[src/rtl/galvano_pkg.sv]
// galvano_pkg: shared definitions for the galvo control-loop scheduler.
//   - default loop period and wait-state timeout (in clk_ref cycles)
//   - FSM state encoding used by loop_sched
//   - saturating 8-bit increment helper for event counters
package galvano_pkg;

   localparam int PERIOD_CYC_DEF  = 200;   // 100 kHz loop at 20 MHz
   localparam int TIMEOUT_CYC_DEF = 64;

   localparam logic [2:0] ST_IDLE      = 3'd0;
   localparam logic [2:0] ST_ADC_START = 3'd1;
   localparam logic [2:0] ST_ADC_WAIT  = 3'd2;
   localparam logic [2:0] ST_PID_START = 3'd3;
   localparam logic [2:0] ST_PID_WAIT  = 3'd4;
   localparam logic [2:0] ST_DAC_START = 3'd5;
   localparam logic [2:0] ST_DAC_WAIT  = 3'd6;

   function automatic logic [7:0] sat_inc8(input logic [7:0] v);
      return (v == 8'hFF) ? v : v + 8'd1;
   endfunction

endpackage

[src/rtl/loop_tick.sv]
// loop_tick: free-running period generator.
//   clk_ref : loop clock
//   sys_rst : asynchronous active-high reset
//   tick    : one-cycle pulse, registered, high in the cycle after the
//             counter wraps; first pulse PERIOD_CYC cycles after reset release
module loop_tick
   import galvano_pkg::*;
#(
   parameter int PERIOD_CYC = PERIOD_CYC_DEF
) (
   input  logic clk_ref,
   input  logic sys_rst,
   output logic tick
);

   localparam int            CW   = $clog2(PERIOD_CYC);
   localparam logic [CW-1:0] LAST = CW'(PERIOD_CYC - 1);

   logic [CW-1:0] cnt;

   always_ff @(posedge clk_ref or posedge sys_rst) begin
      if (sys_rst) begin
         cnt  <= '0;
         tick <= 1'b0;
      end else begin
         tick <= (cnt == LAST);
         cnt  <= (cnt == LAST) ? '0 : cnt + CW'(1);
      end
   end

endmodule

[src/rtl/loop_sched.sv]
// loop_sched: sequences one galvo control-loop iteration per period tick:
// start ADCs, wait for both axis samples, start PID, wait for it, start both
// DAC writes, wait for both. Every wait state is bounded by TIMEOUT_CYC;
// expiry raises a sticky fault that blocks new iterations until fault_clr.
// Ports:
//   clk_ref, sys_rst            : clock, async active-high reset
//   enable                      : allow new iterations at tick
//   fault_clr                   : pulse, clears fault and overrun_cnt
//   adc_start / pid_start / dac_start : one-cycle start pulses
//   adc_{x,y}_dvalid, adc_{x,y}_dout  : per-axis samples
//   pos_x, pos_y                : samples latched during ADC_WAIT
//   pid_done, dac_{x,y}_done    : completion strobes
//   busy                        : FSM not idle
//   fault                       : sticky wait-timeout flag
//   overrun_cnt                 : ticks dropped while busy, saturating
module loop_sched
   import galvano_pkg::*;
#(
   parameter int PERIOD_CYC  = PERIOD_CYC_DEF,
   parameter int TIMEOUT_CYC = TIMEOUT_CYC_DEF
) (
   input  logic        clk_ref,
   input  logic        sys_rst,
   input  logic        enable,
   input  logic        fault_clr,
   output logic        adc_start,
   input  logic        adc_x_dvalid,
   input  logic        adc_y_dvalid,
   input  logic [15:0] adc_x_dout,
   input  logic [15:0] adc_y_dout,
   output logic [15:0] pos_x,
   output logic [15:0] pos_y,
   output logic        pid_start,
   input  logic        pid_done,
   output logic        dac_start,
   input  logic        dac_x_done,
   input  logic        dac_y_done,
   output logic        busy,
   output logic        fault,
   output logic [7:0]  overrun_cnt
);

   localparam logic [7:0] WLAST = 8'(TIMEOUT_CYC - 1);

   logic       tick;
   logic [2:0] state, state_nx;
   logic [7:0] wcnt;
   logic       got_x, got_y;
   logic       in_wait, exit_ok, timeout;

   loop_tick #(.PERIOD_CYC(PERIOD_CYC)) u_tick (
      .clk_ref (clk_ref),
      .sys_rst (sys_rst),
      .tick    (tick)
   );

   // Exit condition includes this cycle's strobe so the next start pulse
   // comes one cycle after the last required strobe.
   always_comb begin
      exit_ok = 1'b0;
      case (state)
         ST_ADC_WAIT: exit_ok = (got_x | adc_x_dvalid) & (got_y | adc_y_dvalid);
         ST_PID_WAIT: exit_ok = pid_done;
         ST_DAC_WAIT: exit_ok = (got_x | dac_x_done) & (got_y | dac_y_done);
         default:     exit_ok = 1'b0;
      endcase
   end

   assign in_wait = (state == ST_ADC_WAIT) || (state == ST_PID_WAIT) ||
                    (state == ST_DAC_WAIT);
   // exit wins over a simultaneous timeout
   assign timeout = in_wait && !exit_ok && (wcnt == WLAST);

   always_comb begin
      state_nx = state;
      case (state)
         ST_IDLE:      if (tick && enable && !fault) state_nx = ST_ADC_START;
         ST_ADC_START: state_nx = ST_ADC_WAIT;
         ST_ADC_WAIT:  if (exit_ok) state_nx = ST_PID_START;
                       else if (timeout) state_nx = ST_IDLE;
         ST_PID_START: state_nx = ST_PID_WAIT;
         ST_PID_WAIT:  if (exit_ok) state_nx = ST_DAC_START;
                       else if (timeout) state_nx = ST_IDLE;
         ST_DAC_START: state_nx = ST_DAC_WAIT;
         ST_DAC_WAIT:  if (exit_ok || timeout) state_nx = ST_IDLE;
         default:      state_nx = ST_IDLE;
      endcase
   end

   always_ff @(posedge clk_ref or posedge sys_rst) begin
      if (sys_rst) begin
         state       <= ST_IDLE;
         wcnt        <= 8'd0;
         got_x       <= 1'b0;
         got_y       <= 1'b0;
         pos_x       <= 16'h0000;
         pos_y       <= 16'h0000;
         fault       <= 1'b0;
         overrun_cnt <= 8'd0;
      end else begin
         state <= state_nx;
         // counter is zero outside wait states, so it is clear on entry
         wcnt  <= (in_wait && state_nx == state) ? wcnt + 8'd1 : 8'd0;

         // got/done flags share storage; the PID states in between clear them
         if (state == ST_ADC_WAIT) begin
            got_x <= got_x | adc_x_dvalid;
            got_y <= got_y | adc_y_dvalid;
         end else if (state == ST_DAC_WAIT) begin
            got_x <= got_x | dac_x_done;
            got_y <= got_y | dac_y_done;
         end else begin
            got_x <= 1'b0;
            got_y <= 1'b0;
         end

         if (state == ST_ADC_WAIT && adc_x_dvalid) pos_x <= adc_x_dout;
         if (state == ST_ADC_WAIT && adc_y_dvalid) pos_y <= adc_y_dout;

         // a fresh timeout beats a simultaneous clear
         if (timeout)        fault <= 1'b1;
         else if (fault_clr) fault <= 1'b0;

         if (fault_clr)                        overrun_cnt <= 8'd0;
         else if (tick && state != ST_IDLE)    overrun_cnt <= sat_inc8(overrun_cnt);
      end
   end

   assign adc_start = (state == ST_ADC_START);
   assign pid_start = (state == ST_PID_START);
   assign dac_start = (state == ST_DAC_START);
   assign busy      = (state != ST_IDLE);

endmodule
[config.mk]
export PLATFORM = sky130hd
export DESIGN_NAME = loop_sched
export DESIGN_NICKNAME = d
export VERILOG_FILES = /design/src/rtl/galvano_pkg.sv /design/src/rtl/loop_tick.sv /design/src/rtl/loop_sched.sv
export SDC_FILE = /design/constraint.sdc
export NUM_CORES = 1
export LEC_CHECK = 0
export BUFFER_PORTS_ARGS = -buffer_cell sky130_fd_sc_hd__buf_2
export CORE_ASPECT_RATIO = 0.9
export CORE_UTILIZATION = 51
export CTS_CLUSTER_DIAMETER = 120
export DETAILED_ROUTE_END_ITERATION = 7
export PLACE_DENSITY = 0.85
export SLEW_MARGIN = 40
export SYNTH_ARGS = -nofsm -noshare
export SYNTH_HDL_FRONTEND = slang
export SYNTH_SLANG_ARGS = --single-unit
[constraint.sdc]
create_clock -name clk_ref -period 2.7 [get_ports clk_ref]
set_clock_uncertainty 0.2 [all_clocks]
set_input_delay 0.27 -clock clk_ref [delete_from_list [all_inputs] [get_ports clk_ref]]
set_output_delay 0.27 -clock clk_ref [all_outputs]
set_load 0.03 [all_outputs]
; ---- Word-level counts from Yosys, hierarchy flattened
; Index checks and enable logic that the tools add are counted.
[totals]
regBits = 63
input_bits = 41
elab_cells = 66
[classes]
addsub = 3
n_eq_ne = 11
muxes = 18
n_bitwise = 6
n_reduce_logical = 18
[op_table]
columns = cell, n
row1 = $mux 8, 5
row2 = $add 8x1->8 const B, 3
row3 = $pmux 3 s7, 1
row4 = $eq 8x8->1 const B, 2
row5 = $mux 3, 5
row6 = $eq 3x3->1 const B, 3
row7 = $eq 8x6->1 const B, 1
row8 = $logic_and 1x1->1, 8
row9 = $eq 3x2->1 const B, 2
row10 = $mux 1, 6
row11 = $or 1x1->1, 4
row12 = $reduce_bool 2->1, 2
row13 = $eq 3x1->1 const B, 1
row14 = $eq 3x3->1, 1
row15 = $logic_not 3->1, 1
row16 = $logic_or 1x1->1, 3
row17 = $pmux 1 s3, 1
row18 = $reduce_bool 3->1, 1
row19 = $and 1x1->1, 2
row20 = $logic_not 1->1, 2
row21 = $ne 2x2->1 const B, 1
row22 = $reduce_and 2->1, 1

; ---- Depth between registers and ports, before layout
; Gate-level depths: netlist of the first run.
[depth]
ltp_word = 12
ltp_mapped = 6
depth_no_buf = 5

; ---- Hierarchy
; A second synthesis of the first run with hierarchy kept.
[unflattened]
hier_cells = 229
area_unflattened_um2 = 2976.6
[by_module_without_submodules]
columns = module, instances, cells_each, area_each_um2, seq_area_each_um2
row1 = loop_sched, 1, 194, 2557.5, 1351.3
row2 = loop_tick, 1, 35, 419.2, 225.2

; ---- Worst setup path after synthesis of the first run
; Ideal clock, no wire load.
[synth_timing]
kind = register to register
start = register state[1]
end = register wcnt[2]
setup_time_ps = 69
t_arrival_ps = 1728
setup_slack_ps = 703
stages_incl_launch_ff = 7
n_path_buf = 2
synth_period_minus_slack_ps = 1997
cell_sequence = dfrtp_1 -> nor4bb_1 -> buf_6 -> a221o_1 -> or4b_1 -> buf_4 -> nor2_2
[synth_via]
elab_chain_len = 11
elab_cells_between_ends = 23
classes_between = eq/ne: 7 / mux: 8 / reduce/logical: 8
[synth_rtl]
columns = element, line
row1 = "start, declared", loop_sched.sv:46  ; logic [2:0] state, state_nx;
row2 = "start signal, assigned", loop_sched.sv:101  ; state <= state_nx;
row3 = "$eq 3x3->1, or another cell as far along", "loop_sched.sv:61, loop_sched.sv:70, loop_sched.sv:76"
row4 = $pmux 1 s3 or $logic_or 1x1->1 (tied branches), "loop_sched.sv:61, loop_sched.sv:69"
row5 = $logic_not 1->1 or $logic_or 1x1->1 (tied branches), "loop_sched.sv:72, loop_sched.sv:69"
row6 = $logic_and 1x1->1 (2 in a row), loop_sched.sv:72  ; assign timeout = in_wait && !exit_ok && (wcnt == WLAST);
row7 = $mux 3 or $logic_or 1x1->1 (tied branches), "loop_sched.sv:80, loop_sched.sv:83, loop_sched.sv:85"
row8 = $mux 3 (on tied branches), "loop_sched.sv:82, loop_sched.sv:79, loop_sched.sv:85"
row9 = $pmux 3 s7, loop_sched.sv:76  ; case (state)
row10 = $eq 3x3->1, loop_sched.sv:103  ; wcnt <= (in_wait && state_nx == state) ? wcnt + 8'd1 : 8'd0;
row11 = $logic_and 1x1->1 (*), loop_sched.sv:103
row12 = $mux 8 (*), loop_sched.sv:103
row13 = "end signal, assigned", loop_sched.sv:103
row14 = "end, declared", loop_sched.sv:47  ; logic [7:0] wcnt;
; Mark *: on every way between the ends. The rest lies on a longest branch, timed or not.
; A chain may end at the register's enable or synchronous reset.

; ---- Worst setup path after layout of the first run
[layout_timing]
start = register state[2]
end = register wcnt[6]
; Same word-level chain as after synthesis.

==> impl_results.md, run 1 <==
* Max-slew violations at 0
* Die area at roughly 5700 sq um
* Nets at around 400
* CTS H-tree depth at 3
* Crit path buffers/inverters at 0
* Die Y at between 70 and 80 um
* GR met1 Demand/Resource at roughly a quarter
* Status: complete, no violations
* Clock sinks at 63
* Reg clk slew, reported paths at 0.07 ns
* Post-CTS Setup Inserts at 0
* Mapped cell area at ~2800 sq um
* Via Count at ~2.1k
* Initial antenna violation count at 0
* CP endpoint kind: flop
* IO Pins at 86
* Worst setup SP type: flop
* Switching part of the total at 42.4%
* Hold Slack at about 0.027 ns
* CP Class: flop to flop
* Vias in the first global route at between 2k and 2.5k
* Largest net degree at the start of global routing at 64
* Worst min path class: primary input to flop
* PortBufs at 85
* Worst-skew pair later-pin latency at about 0.34 ns
* Fin cells at approximately 420
* Detailed placer's ending HPWL at between 3000 and 4000 um
* RSZ-0062 raised after global routing: false
* WL/cell at 14.7 um
* CP Max Fanout at 13
* Total track usage at 24.2%
* Max stage delay on crit path at 0.73 ns
* CP Data Required Time at about 2.8 ns
* Post-route DRC violation count at 0
* GR Overflow Total at 0
* Cell Int Power at 2.07 mW
* Slowest-stage cell, CP: or4b_1
* CTS tree: done
* Number of buffers created by CTS at 9
* Power share of the clock group at a little under a fifth
* Met2 Usage GRT at between 40% and 50%
* M3 GR Usage at roughly 7.7%
* PostCTS Resize Cnt at 0
* CP top delay family: simple AND/OR/NAND/NOR gates
* FP Rows at 25
* PnR Total Power at around 3.6 mW
* Comb power frac at about two fifths
* Initial Utilization at a little over half
* Worst Slack Setup Final at ~0.39 ns
* Seq cells post-synth at 63
* Core area at between 5000 and 6000 sq um
* Number of detailed-route iterations in the first pass at 4
* GPL Wtd Cong at roughly 0.75
* Dpl ws at 0.413 ns
* Clk buf depth at 2
* Least-Margin Pin Slew at around 0.66 ns
* Sw power at roughly 1.5 mW
* Endpoints failing setup at 0
* Power Dens Cells at ~960 nW/um^2
* Avg Cell Area, Syn at about 13 sq um
* Busiest layer in global routing: met2
* Mapped Cells at between 200 and 250
* Diode count at 0
* Wirelength, routed at between 6000 and 7000 um
* Routed vias/inst at between 5 and 6
* Root buf cell: clkbuf_8
* First-pass GRT wire length at between 10000 and 15000 um
* Min cycle time layout at between 2 and 2.5 ns
* Area grow syn2layout at 35.8%
* Yosys warnings at 0
* Setup TNS at 0 ns
* Critical Path AT at roughly 2.4 ns
* Synth cell types at 44
* Share of layout cells above drive strength 1 at around a third
* Max-Cap Viols at 0
* DP Cell Count at around 370
* Chip Width at 79.7 um
* Sequential power share at around 40%
* Routed Antenna Nets at 0
* Syn_nets at between 200 and 300
* Endpoints failing hold at 0
* Slew margin rel. at around 55%
* Maximum VDD drop at just over 0.8 mV
* Reported leakage power at 1.85 nW
* Fin crit share at 85.5%
* Register area share after synthesis at roughly 57%
* CP cell instances: nor4bb_1 -> a221o_1 -> or4b_1 -> nor2_2
* DR iter-0 viols at 89
* Hold_buf cts at 33
* Max Clk Rate at roughly 430 MHz
[synthesized netlist by cell type]
master | count | area [sq um]
nand4_1 | 4 | 25.0
inv_2 | 1 | 3.75
mux2_1 | 32 | 360
o32ai_1 | 1 | 8.76
nor2_2 | 7 | 43.8
o211a_1 | 1 | 10.0
and3_1 | 8 | 50.1
or3_1 | 1 | 6.26
nor2b_1 | 2 | 12.5
ha_1 | 3 | 37.5
xor2_1 | 16 | 140
o22ai_1 | 1 | 6.26
or2_1 | 2 | 12.5
and4_1 | 1 | 8.76
o211ai_1 | 2 | 15.0
a21oi_1 | 6 | 30.0
xnor2_1 | 4 | 35.0
buf_4 | 3 | 22.5
dfrtp_1 | 63 | 1580
o31ai_1 | 2 | 15.0
nor2_1 | 16 | 60.1
and2_1 | 2 | 12.5
a211oi_1 | 1 | 7.51
nand2_1 | 2 | 7.51
nand4b_1 | 1 | 8.76
a221o_1 | 1 | 10.0
o2111ai_1 | 2 | 17.5
or4b_1 | 1 | 10.0
nand3b_1 | 1 | 7.51
inv_1 | 3 | 11.3
clkinv_1 | 1 | 3.75
nor4b_1 | 1 | 8.76
o21ai_0 | 2 | 10.0
o21bai_1 | 1 | 7.51
nor4bb_1 | 2 | 20.0
nor3_1 | 2 | 10.0
buf_1 | 1 | 3.75
o31a_1 | 1 | 8.76
mux2i_1 | 2 | 20.0
nand2b_1 | 3 | 18.8
o21ai_1 | 2 | 10.0
nand3_1 | 9 | 45.0
buf_6 | 2 | 22.5
buf_2 | 2 | 10.0
[path summary, 6_finish.rpt]
path	from	to	slack [ns]	cells past startpoint
min reg2reg	pos_y[0]$_DFFE_PP0P_	pos_y[0]$_DFFE_PP0P_	0.28	1
max in group asynchronous	sys_rst	pos_y[3]$_DFFE_PP0P_	1.50	4
min in group asynchronous	sys_rst	pos_x[12]$_DFFE_PP0P_	0.42	4
max reg2reg	state[2]$_DFF_PP0_	wcnt[6]$_DFF_PP0_	0.39	4
min	fault_clr	overrun_cnt[0]$_DFFE_PP0P_	0.03	2
max	state[2]$_DFF_PP0_	wcnt[6]$_DFF_PP0_	0.39	4
[registers in the layout, indices dropped and copies added, names as in the netlist]
| name | cells |
|---|---|
| got_y | 1 |
| u_tick.tick | 1 |
| pos_x | 16 |
| state | 3 |
| u_tick.cnt | 8 |
| overrun_cnt | 8 |
| fault | 1 |
| wcnt | 8 |
| pos_y | 16 |
| got_x | 1 |
[stage by stage]
step | cell area, sq um | utilization (%)
detailed placement | 3270 | 62.2
global placement | 3270 | 62.2
CTS | 3760 | 71.6
finish | 3760 | 71.6
floorplan | 2770 | -
global route | 3760 | 71.6
[cell families after synthesis]
group | share of synthesized area [%]
DFF | 56.9
xor gates and xnor gates | 6.32
and+or+nand+nor | 13.3
buffers and inverters | 2.80
muxes | 13.7
adders and majority gates | 1.35
AOI/OAI and AO/OA | 5.64
[per-layer routing]
metal  vias to the layer above  part of all wire (%)
li1                       1023                     -
met1                      1037                    40
met2                        73                    54
met3                        15                   4.9
met4                         0                   1.8
met5                         -                     0
[cell usage in the layout (no fill, tap or decap), types with 3 or more instances in the layout]
cell type	instances
nand4_1	4
dfrtp_1	63
nand3_1	9
nor2_2	7
a21oi_1	6
xnor2_1	4
nand2b_1	3
dlygate4sd3_1	33
and3_1	8
buf_4	3
ha_1	3
xor2_1	16
nor2_1	16
clkbuf_8	9
buf_2	85
clkinv_2	5
mux2_1	32
[cell type report]
cell class | instances | area (sq um)
clock inverter | 7 | 40.0
timing repair buffer | 122 | 790
clock buffer | 9 | 124
sequential | 63 | 1580
fill | 375 | 1490
multi-input combinational | 145 | 1130
inverter | 5 | 18.8
tap | 67 | 83.8
[power by group through the flow]
| stage | Clock, mW | Sequential, mW | Combinational [mW] |
|---|---|---|---|
| final | 0.684 | 1.44 | 1.48 |
| after global routing | 0.750 | 1.48 | 1.58 |
| after CTS | 0.700 | 1.43 | 1.48 |
| after detailed placement | 0 | 1.44 | 1.44 |
| after global placement | 0 | 1.42 | 1.40 |
| after floorplan | 0 | 1.88 | 0.598 |
No activity file was read; power rests on OpenSTA's default activity.
==> run 2, diff against run 1 <==
CORE_UTILIZATION = 52   (was 51)
SYNTH_HIERARCHICAL = 1   (was default)
==> impl_results.md, run 2 <==
* Status: complete, no violations
* FP Rows at 25 (unchanged)
* Post-synth top area share at 53.0% (-3.9 points)
* Max-Cap Viols at 0 (unchanged)
* Crit path from: state[2]$_DFF_PP0_
* CP Max Fanout at 12 (-1)
* FFs w/ async S/R, synth at 100% (unchanged)
* Share of layout cells above drive strength 1 at 43.5% (+11 points)
* Hold_buf cts at 34 (+3.0%)
* GR Overflow Total at 0 (unchanged)
* Die area at 6030 sq um (+5.2%)
* Primary FF master, synth: dfrtp_1
* Reg clk slew, reported paths at 0.07 ns (about the same)
* Number of detailed-route iterations in the first pass at 4 (unchanged)
* Initial Utilization at 55.3% (+2.6 points)
* Worst min path class: primary input to flop
* CP Class: flop to primary output
* Fin cells at 426 (+1.9%)
* Most common cell in the netlist: dfrtp_1
* Clk buf depth at 2 (unchanged)
* CTS tree: done
* Root buf cell: clkbuf_8
* Mapped Cells at 229 (+3.6%)
* PnR Total Power at 4.12 mW (+14%)
* IO Pins at 86 (unchanged)
* Maximum VDD drop at 0.721 mV (-11%)
* Wirelength, routed at 7950 um (+29%)
* Post-CTS Setup Inserts at 0 (unchanged)
* PostCTS Resize Cnt at 0 (unchanged)
* Power Dens Cells at 1030 nW/um^2 (+7.7%)
* Fin crit share at 82.3% (-3.1 points)
* Avg Cell Area, Syn at 13.0 sq um (+3.7%)
* DR iter-0 viols at 158 (+78%)
* Post-route DRC violation count at 0 (unchanged)
* Vias in the first global route at 2421 (+9.3%)
* Synth cell types at 59 (+34%)
* Area grow syn2layout at 34.4%
* Routed vias/inst at 5.65 (+9.9%)
* CTS H-tree depth at 3 (unchanged)
* Area contributors post-synth: dfrtp_1 53%, mux2_2 8.7%, mux2_4 5.5%
* Reg-to-Reg Start: state[1]$_DFF_PP0_
* CP endpoint kind: primary output
* Compound-gate portion of the synthesized area at 8.41% (+2.8 points)
* Commonest non-fill, non-tap cells in the layout: 85 x buf_2, 63 x dfrtp_1, 34 x dlygate4sd3_1, 23 x mux2_2, 22 x nor2_1
* Dpl ws at 0.648 ns (+0.235 ns)
* WL/cell at 18.7 um (+27%)
* Register area share after synthesis at 53.0% (-3.9 points)
* Min cycle time layout at 2.22 ns (-0.0845 ns)
* Switching part of the total at 41.1% (-1.4 points)
* PortBufs at 85 (unchanged)
* Max-slew violations at 0 (unchanged)
* Clock sinks at 63 (unchanged)
* FILL cells at 317 (-15%)
* Chip Width at 81.8 um (+2.6%)
* Die Y at 73.8 um (+2.6%)
* Core area at 5380 sq um (+2.4%)
* Most common cell after layout, fill and taps aside: buf_2
* CP Data Required Time at 2.23 ns (-0.54 ns)
* Worst-skew pair later-pin latency at 0.34 ns (about the same)
* Synth Area in XOR/XNOR at 4.71% (-1.6 points)
* Nets at 398 (+2.1%)
* Critical Path AT at 1.75 ns (-0.62 ns)
* Worst setup SP type: flop
* Setup TNS at 0 ns (unchanged)
* First-pass GRT wire length at 12100 um (+19%)
* Diode count at 0 (unchanged)
* Min-delay src: fault_clr
* GPL Wtd Cong at 0.831 (+10%)
* DP Cell Count at 376 (+1.9%)
* Least-Margin Pin Slew at 0.713 ns (+0.0512 ns)
* Number of buffers created by CTS at 9 (unchanged)
* Detailed placer's ending HPWL at 4510 um (+16%)
* Initial antenna violation count at 0 (unchanged)
* Via Count at 2406 (+12%)
* Power share of the clock group at 21.4% (+2.4 points)
* Adder-cell area share of the yosys netlist at 1.26% (-0.093 points)
* Reported leakage power at 1.92 nW (+3.9%)
* Max Clk Rate at 450 MHz (+3.8%)
* Seq cells post-synth at 63 (unchanged)
* RSZ-0062 raised after global routing: false
* Endpoints failing hold at 0 (unchanged)
* Comb power frac at 41.5% (+0.4 points)
* Cell Int Power at 2.43 mW (+17%)
* Syn_nets at 273 (+3.0%)
* Largest net degree at the start of global routing at 21 (-67%)
* Post-Synth Simple-Gate Area at 14.3% (+1.0 points)
* Yosys top cell by area: dfrtp_1
* Slew margin rel. at 51.2% (-4.0 points)
* Largest family of logic cells by synthesized area: multiplexers
* Routed Antenna Nets at 0 (unchanged)
* Sw power at 1.69 mW (+11%)
* EDFF count, synth at 0 (unchanged)
* Commonest cells post-synth: 63 x dfrtp_1, 23 x mux2_2, 22 x nor2_1
* Sequential power share at 37.1% (-2.8 points)
* Worst Slack Setup Final at 0.477 ns (+0.0845 ns)
* Regs by FF count: pos_x: 16 flops, pos_y: 16 flops
* Mapped cell area at 2980 sq um (+7.4%)
* Yosys warnings at 6 (+6)
* Total track usage at 28.0% (+3.8 points)
* Mux cell area share after synthesis at 14.9% (+1.2 points)
* Endpoints failing setup at 0 (unchanged)
## run 2: final timing paths
path,slack (ns),endpoint,cells past startpoint
max,0.48,pid_start,3
min,0.04,overrun_cnt[6]$_DFFE_PP0P_,2
max reg2reg,0.51,pos_x[9]$_DFFE_PP0P_,3
min reg2reg,0.28,u_tick/cnt[0]$_DFF_PP0_,1
max in group asynchronous,1.40,wcnt[0]$_DFF_PP0_,4
min in group asynchronous,0.26,u_tick/cnt[0]$_DFF_PP0_,3
## run 2: worst max-delay path: stages (launching register included)
cell     delay, ns
dfrtp_1       0.72
inv_1         0.28
and3_1        0.23
buf_2         0.18
## run 2: layout make-up
cell class                 instances  area [sq um]  share of cell area (%)
clock buffer                      10           128                    3.19
clock inverter                     6          85.1                    2.13
inverter                           6          25.0                   0.626
multi-input combinational        151          1310                    32.7
sequential                        63          1580                    39.4
tap                               67          83.8                    2.10
timing repair buffer             123           796                    19.9
## run 2: kinds of logic (layout without fill, tap and decap cells)
group | Yosys count | count (layout)
AND/OR/NAND/NOR | 70 | 70
flip-flops | 63 | 63
multiplexers | 36 | 36
AO/OA/AOI/OAI | 26 | 26
XOR/XNOR | 16 | 16
buffers and inverters | 15 | 145
adder cells (fa/ha/maj) | 3 | 3
## run 2: power by group through the flow
stage / Clock (mW) / Sequential [mW] / Combinational [mW]
3_5_place_dp: 0 / 1.51 / 1.62
3_3_place_gp: 0 / 1.48 / 1.58
6_report: 0.884 / 1.53 / 1.71
5_1_grt: 0.953 / 1.55 / 1.80
2_1_floorplan: 0 / 1.90 / 0.810
4_1_cts: 0.886 / 1.50 / 1.67
## run 2: per-layer routing
layer | global-route usage (%) | vias up | share of wire, %
li1 | - | 1070 | -
met5 | 0 | - | 0
met3 | 11.6 | 25 | 7.5
met4 | 10.1 | 0 | 2.2
met2 | 47.0 | 122 | 50
met1 | 32.0 | 1189 | 40
## run 2: metrics by stage
step                      area (sq um)  hold WS (ns)  util (%)
final                             4000        0.0419      74.3
after global routing              4000        0.0299      74.3
after CTS                         4000        0.0210      74.3
after detailed placement          3450        0.0710      64.1
after global placement            3450        0.0637      64.1
after floorplan                   2980        -0.102         -
